## src/rtl/ulpi_pkg.sv

```systemverilog
// ---------------------------------------------------------------------------
// ulpi_pkg
// Shared definitions for the ULPI link controller: link FSM state encoding,
// TX CMD prefix, RX CMD field positions and RxEvent codes, and a helper that
// builds the TX CMD byte from a PID.
// ---------------------------------------------------------------------------
package ulpi_pkg;

    typedef enum logic [2:0] {
        ST_IDLE,
        ST_TX_CMD,
        ST_TX_DATA,
        ST_TX_STP,
        ST_TURN_RX,
        ST_RX,
        ST_TURN_TX
    } link_state_t;

    // Upper nibble of a TX CMD byte for a "transmit" command (01 + 00).
    localparam logic [3:0] TXCMD_PREFIX_TRANSMIT = 4'b0100;

    // RX CMD byte field positions.
    localparam int LINESTATE_LSB = 0;
    localparam int LINESTATE_MSB = 1;
    localparam int RXEVENT_LSB   = 4;
    localparam int RXEVENT_MSB   = 5;

    // RxEvent codes carried in RX CMD bits [5:4].
    localparam logic [1:0] RXEVENT_ACTIVE = 2'b01;
    localparam logic [1:0] RXEVENT_ERROR  = 2'b11;

    function automatic logic [7:0] make_txcmd(input logic [3:0] pid);
        return {TXCMD_PREFIX_TRANSMIT, pid};
    endfunction

endpackage

```

## src/rtl/ulpi_tx_shifter.sv

```systemverilog
// ---------------------------------------------------------------------------
// ulpi_tx_shifter
// Holds the transmit payload and presents it one byte at a time, byte 0 first.
// Ports:
//   clk, n_rst  : clock, asynchronous active-low reset
//   load        : capture payload, index back to 0 (priority over shift)
//   shift       : advance to the next byte; ignored once on the last byte
//   payload     : TX_BYTES*8 payload, byte 0 in bits [7:0]
//   cur_byte    : byte at the current index
//   last        : current index is TX_BYTES-1
// ---------------------------------------------------------------------------
module ulpi_tx_shifter
    import ulpi_pkg::*;
#(
    parameter int TX_BYTES = 66,
    parameter int IDX_W    = (TX_BYTES > 1) ? $clog2(TX_BYTES) : 1
) (
    input  logic                  clk,
    input  logic                  n_rst,
    input  logic                  load,
    input  logic                  shift,
    input  logic [TX_BYTES*8-1:0] payload,
    output logic [7:0]            cur_byte,
    output logic                  last
);

    logic [TX_BYTES*8-1:0] sreg;
    logic [IDX_W-1:0]      idx;

    // The index saturates on the last byte instead of wrapping, so an extra
    // shift request can never expose a stale byte.
    always_ff @(posedge clk or negedge n_rst) begin
        if (!n_rst) begin
            sreg <= '0;
            idx  <= '0;
        end else if (load) begin
            sreg <= payload;
            idx  <= '0;
        end else if (shift && !last) begin
            sreg <= sreg >> 8;
            idx  <= idx + 1'b1;
        end
    end

    assign cur_byte = sreg[7:0];
    assign last     = (idx == IDX_W'(TX_BYTES - 1));

endmodule

```

## src/rtl/ulpi_link_ctrl.sv

```systemverilog
// ---------------------------------------------------------------------------
// ulpi_link_ctrl
// ULPI link-side controller: sends a TX CMD followed by a fixed-length
// payload under NXT flow control, handles bus turnaround, aborts a transmit
// when the PHY takes the bus, and decodes RX CMD / RX data from the PHY.
// All state and ULPI sampling advance only on clk edges with ulpi_ce=1.
// Ports:
//   clk, n_rst            : clock, asynchronous active-low reset
//   ulpi_ce               : one-cycle enable per ULPI clock edge
//   ulpi_dir/nxt/data_in  : PHY-driven ULPI lines
//   ulpi_data_out/stp     : link-driven ULPI lines
//   tx_start/pid/payload  : transmit request, latched in IDLE
//   tx_busy/done/abort    : transmit status (done/abort are 1-clk pulses)
//   rx_valid/rx_data      : received data byte (rx_valid is a 1-clk pulse)
//   rx_active/linestate   : fields from the most recent RX CMD
//   rx_err                : 1-clk pulse when an RX CMD reports RxError
// ---------------------------------------------------------------------------
module ulpi_link_ctrl
    import ulpi_pkg::*;
#(
    parameter int TX_BYTES = 66,
    parameter int IDX_W    = (TX_BYTES > 1) ? $clog2(TX_BYTES) : 1
) (
    input  logic                  clk,
    input  logic                  n_rst,
    input  logic                  ulpi_ce,
    input  logic                  ulpi_dir,
    input  logic                  ulpi_nxt,
    input  logic [7:0]            ulpi_data_in,
    output logic [7:0]            ulpi_data_out,
    output logic                  ulpi_stp,
    input  logic                  tx_start,
    input  logic [3:0]            tx_pid,
    input  logic [TX_BYTES*8-1:0] tx_payload,
    output logic                  tx_busy,
    output logic                  tx_done,
    output logic                  tx_abort,
    output logic                  rx_valid,
    output logic [7:0]            rx_data,
    output logic                  rx_active,
    output logic                  rx_err,
    output logic [1:0]            linestate
);

    link_state_t state, state_nx;
    logic [7:0]  cmd_byte;
    logic [7:0]  cur_byte;
    logic        last;
    logic        load, shift;
    logic        done_nx, abort_nx, valid_nx, err_nx, rxcmd, rx_clr;
    logic [1:0]  rx_event;

    assign rx_event = ulpi_data_in[RXEVENT_MSB:RXEVENT_LSB];

    ulpi_tx_shifter #(
        .TX_BYTES (TX_BYTES),
        .IDX_W    (IDX_W)
    ) u_shifter (
        .clk      (clk),
        .n_rst    (n_rst),
        .load     (load && ulpi_ce),
        .shift    (shift && ulpi_ce),
        .payload  (tx_payload),
        .cur_byte (cur_byte),
        .last     (last)
    );

    always_comb begin
        state_nx = state;
        load     = 1'b0;
        shift    = 1'b0;
        done_nx  = 1'b0;
        abort_nx = 1'b0;
        valid_nx = 1'b0;
        err_nx   = 1'b0;
        rxcmd    = 1'b0;
        rx_clr   = 1'b0;
        case (state)
            ST_IDLE: begin
                // PHY ownership of the bus wins over a pending transmit.
                if (ulpi_dir) begin
                    state_nx = ST_TURN_RX;
                end else if (tx_start) begin
                    state_nx = ST_TX_CMD;
                    load     = 1'b1;
                end
            end
            ST_TX_CMD: begin
                if (ulpi_dir) begin
                    state_nx = ST_TURN_RX;
                    abort_nx = 1'b1;
                end else if (ulpi_nxt) begin
                    state_nx = ST_TX_DATA;
                end
            end
            ST_TX_DATA: begin
                if (ulpi_dir) begin
                    state_nx = ST_TURN_RX;
                    abort_nx = 1'b1;
                end else if (ulpi_nxt) begin
                    if (last) begin
                        state_nx = ST_TX_STP;
                    end else begin
                        shift = 1'b1;
                    end
                end
            end
            ST_TX_STP: begin
                state_nx = ST_IDLE;
                done_nx  = 1'b1;
            end
            ST_TURN_RX: begin
                state_nx = ulpi_dir ? ST_RX : ST_TURN_TX;
            end
            ST_RX: begin
                if (!ulpi_dir) begin
                    state_nx = ST_TURN_TX;
                    rx_clr   = 1'b1;
                end else if (ulpi_nxt) begin
                    valid_nx = 1'b1;
                end else begin
                    rxcmd  = 1'b1;
                    err_nx = (rx_event == RXEVENT_ERROR);
                end
            end
            ST_TURN_TX: begin
                state_nx = ST_IDLE;
            end
            default: begin
                state_nx = ST_IDLE;
            end
        endcase
    end

    // Pulses are cleared on every clk so they last one clk even when ulpi_ce
    // is slower than clk.
    always_ff @(posedge clk or negedge n_rst) begin
        if (!n_rst) begin
            state     <= ST_IDLE;
            cmd_byte  <= '0;
            tx_done   <= 1'b0;
            tx_abort  <= 1'b0;
            rx_valid  <= 1'b0;
            rx_err    <= 1'b0;
            rx_data   <= '0;
            rx_active <= 1'b0;
            linestate <= '0;
        end else begin
            tx_done  <= 1'b0;
            tx_abort <= 1'b0;
            rx_valid <= 1'b0;
            rx_err   <= 1'b0;
            if (ulpi_ce) begin
                state    <= state_nx;
                tx_done  <= done_nx;
                tx_abort <= abort_nx;
                rx_valid <= valid_nx;
                rx_err   <= err_nx;
                if (load) begin
                    cmd_byte <= make_txcmd(tx_pid);
                end
                if (valid_nx) begin
                    rx_data <= ulpi_data_in;
                end
                if (rxcmd) begin
                    linestate <= ulpi_data_in[LINESTATE_MSB:LINESTATE_LSB];
                    rx_active <= (rx_event == RXEVENT_ACTIVE);
                end
                if (rx_clr) begin
                    rx_active <= 1'b0;
                end
            end
        end
    end

    // Link-driven lines are decoded from registered state only.
    always_comb begin
        ulpi_data_out = 8'h00;
        case (state)
            ST_TX_CMD:  ulpi_data_out = cmd_byte;
            ST_TX_DATA: ulpi_data_out = cur_byte;
            default:    ulpi_data_out = 8'h00;
        endcase
    end

    assign ulpi_stp = (state == ST_TX_STP);
    assign tx_busy  = (state == ST_TX_CMD) || (state == ST_TX_DATA) || (state == ST_TX_STP);

endmodule

```

## config.mk

```make
export PLATFORM = sky130hd
export DESIGN_NAME = ulpi_link_ctrl
export DESIGN_NICKNAME = d
export VERILOG_FILES = /design/src/rtl/ulpi_pkg.sv /design/src/rtl/ulpi_tx_shifter.sv /design/src/rtl/ulpi_link_ctrl.sv
export SDC_FILE = /design/constraint.sdc
export NUM_CORES = 1
export LEC_CHECK = 0
export BUFFER_PORTS_ARGS = -buffer_cell sky130_fd_sc_hd__buf_2
export CORE_ASPECT_RATIO = 1.75
export CORE_MARGIN = 2
export CORE_UTILIZATION = 35
export DETAILED_ROUTE_END_ITERATION = 6
export GPL_TIMING_DRIVEN = 0
export PLACE_DENSITY_LB_ADDON = 0.15
export SYNTH_ARGS = -nofsm -noshare
export SYNTH_HDL_FRONTEND = slang
export SYNTH_HIERARCHICAL = 1
export SYNTH_SLANG_ARGS = --single-unit
```

## constraint.sdc

```tcl
create_clock -name clk -period 3.95 [get_ports clk]
set_input_delay 0.395 -clock clk [delete_from_list [all_inputs] [get_ports clk]]
set_output_delay 0.395 -clock clk [all_outputs]
set_load 0.005 [all_outputs]
```

==> results.ini <==
[outcome]
status = finished clean

[die]
core_area_um2 = 96400
std_cell_rows = 151
die_h_um = 416
ios = 571
die_w_um = 239
dieArea_um2 = 99500
start_util_pct = 35.2

[timing]
finalSetupViolCount = 0
max-slew-margin-rel_pct = 35.7
worst_hold_slack_ns = 0.0282
rsz0062_at_grt = no
final.setup.worst_slack_ns = 0.125
fin_crit_sh_pct = 96.8
worst_pin_slew_ns = 0.957
hold_violations = 0
skew_ns = 0.0392
final_max_slew_viol_count = 0
fin_crit_ns = 3.82
fmax_mhz = 261

[placed_design]
port_buffers = 570
gp_congestion = 0.904
post-dp-hpwl_mm = 106
dp_slack_ns = -1.51

[yosys]
synthSimpleGateAreaFrac_pct = 16.4
synth_top_family_by_area = compound AO/OA/AOI/OAI gates
syn_inst = 3815
syn_area_per_cell_um2 = 8.89
muxShareOfSynthArea_pct = 0.564
synth_edf_count = 0
ys.flop_type = dfrtp_1
synth_fp_nets = 4363
synth_compound_area_share_pct = 35.2
ys_ff_latch = 558
yosys.area_share.adder_pct = 0.0738
async_reset_ff_share_pct = 100
yosysWarningCount = 6
syn_area_um2 = 33900
yosysUniqueCellTypes = 48
yosys.area_share.xor_xnor_pct = 0.0775
yosysSeqAreaShare_pct = 41.2

[final_layout]
drive_above_1_share_pct = 17.5
mostFrequentLayoutCells = 672 x buf_2, 558 x dfrtp_1, 531 x nor2b_1
layout_commonest_cell = buf_2
fin_nets = 5448
syn2layout_area_growth_pct = 32.9

[global_routing]
grt_pass1_wl_mm = 221
grt_pass1_vias = 37100
grt_max_degree = 106
grt_usage_pct = 28.4
grt_overflow_total = 0
antenna_found_initial = 35

[critical_path]
critical_path_class = register to register
crit_fanout = 10
critPathRequiredTime_ns = 4.52
startpoint = u_shifter/idx[2]
worstPathArrival_ns = 4.39
cp-start-kind = register
cp-end-kind = register
r2r_start = u_shifter/idx[2]

[route]
routed-wl-met3_mm = 8.73
viasPerCell = 5.89
drtAntennaViolNets = 0
detail_route.wl_per_cell_um = 23.6
drt-total-wl_mm = 146
wl_met2_mm = 73.5
drt_first_pass_iters = 5
drt_iter0_drc = 2804
wirelength_met1_mm = 56.2
highest_layer = met5
vias = 36500
drc_errors = 0

[power_and_ir_drop]
p_leak_nw = 17.4
power_per_cell_area_nw_per_um2 = 524
max-vdd-ir-drop_mv = 0.361

[clock_network]
clkLatencyLatePin_ns = 0.66
cts_tree = yes
cts_root_buf = clkbuf_16
clock-sinks = 558
cts_buffers = 59
clkTransAtPathRegs_ns = 0.07
clock_path_buffers = 3
htreeDepth = 2
cts_setup_buffers = 0

[job]
cap_violations = 0

[hold_path]
hp-start = tx_payload[302]
hp-class = input port to register

==> repair_timing <==
item                                    CTS  global route
endpoints found under the setup margin  535           469
gates resized for setup                  49            52
hold buffers                            451             0
hold endpoints to repair                536             0
==> logic make-up after synthesis <==
group | count (synthesis)
fa+ha+maj | 2
mux | 17
buf+inv | 539
compound gates | 1592
flops | 558
simple gates | 1104
xor+xnor | 3
==> registers in the layout, summed over array words and instances (netlist names) <==
register,cells
tx_done,1
tx_abort,1
u_shifter/idx,7
cmd_byte,5
rx_data,8
u_shifter/sreg,528
linestate,2
rx_valid,1
rx_err,1
state,3
rx_active,1
==> synth_stat cells (2+ instances only) <==
library cell | number | area (µm²)
mux2_1 | 6 | 67.6
buf_1 | 6 | 22.5
o211ai_1 | 526 | 3950
xor2_1 | 3 | 26.3
inv_1 | 2 | 7.51
clkbuf_1 | 417 | 1570
nand4_1 | 2 | 12.5
dfrtp_1 | 558 | 14000
o2111ai_1 | 515 | 4510
nor2b_1 | 531 | 3320
nand2_1 | 531 | 1990
nand3_1 | 3 | 15.0
buf_2 | 101 | 505
mux2_2 | 11 | 124
a21oi_1 | 4 | 20.0
a22oi_1 | 6 | 45.0
ha_1 | 2 | 25.0
nor2_1 | 16 | 60.1
and3_1 | 4 | 25.0
a31oi_1 | 521 | 3260
o21ai_0 | 6 | 30.0
a22o_1 | 5 | 43.8
and2_1 | 2 | 12.5
and4b_1 | 2 | 20.0
or3_1 | 2 | 12.5
buf_4 | 11 | 82.6
==> metrics by stage <==
stage / TNS (ns) / instances / area (µm²) / power, mW / util [%]
after floorplan: 0 / 3815 / 33900 / 15.1 / -
after global placement: -6311.25 / 5609 / 38300 / 17.1 / 39.8
after detailed placement: -567.29 / 5614 / 38500 / 17.3 / 39.9
after CTS: 0 / 6173 / 45000 / 23.7 / 46.7
after global routing: 0 / 6184 / 45100 / 25.1 / 46.8
final: 0 / 6191 / 45100 / 23.6 / 46.8
==> critical path: stages (launching register included) <==
cell       delay, ns
dfrtp_1         0.32
buf_2           0.20
or4_1           0.14
buf_4           0.25
clkbuf_4        0.31
buf_2           0.27
nor2_1          0.11
nor3b_2         0.25
and4_1          0.27
buf_2           0.38
clkbuf_4        0.37
clkbuf_1        0.42
o2111ai_1       0.25
o211ai_1        0.17
==> area by class of cell <==
cell class / count / area, µm²
Sequential cell: 558 / 14000
Antenna cell: 19 / 47.5
Timing Repair Buffer: 1026 / 7510
Clock inverter: 18 / 194
Buffer: 534 / 2280
Multi-Input combinational cell: 2718 / 17800
Inverter: 3 / 11.3
Fill cell: 9367 / 51300
Tap cell: 1224 / 1530
Clock buffer: 91 / 1760
==> power breakdown <==
part           internal (mW)  switching, mW  total [mW]
clock network           3.25           2.59        5.84
logic                   4.00           3.41        7.40
registers               8.29           2.10        10.4
total                   15.5           8.10        23.6
==> final timing paths <==
kind                       depth (start not counted)                   to  slack, ns
max                                               13  u_shifter/sreg[112]       0.13
min                                                3  u_shifter/sreg[302]       0.03
max reg2reg                                       13  u_shifter/sreg[112]       0.13
min reg2reg                                        1          cmd_byte[6]       0.47
max in group asynchronous                          5  u_shifter/sreg[285]       1.53
min in group asynchronous                          2           rx_data[1]       0.30
==> per-layer routing <==
metal	track usage (%)	vias to the layer above
li1	-	17000
met1	32.6	17700
met2	51.1	1406
met3	4.37	368
met4	13.2	38
met5	0	-
Power figures use the tool's default switching activity.
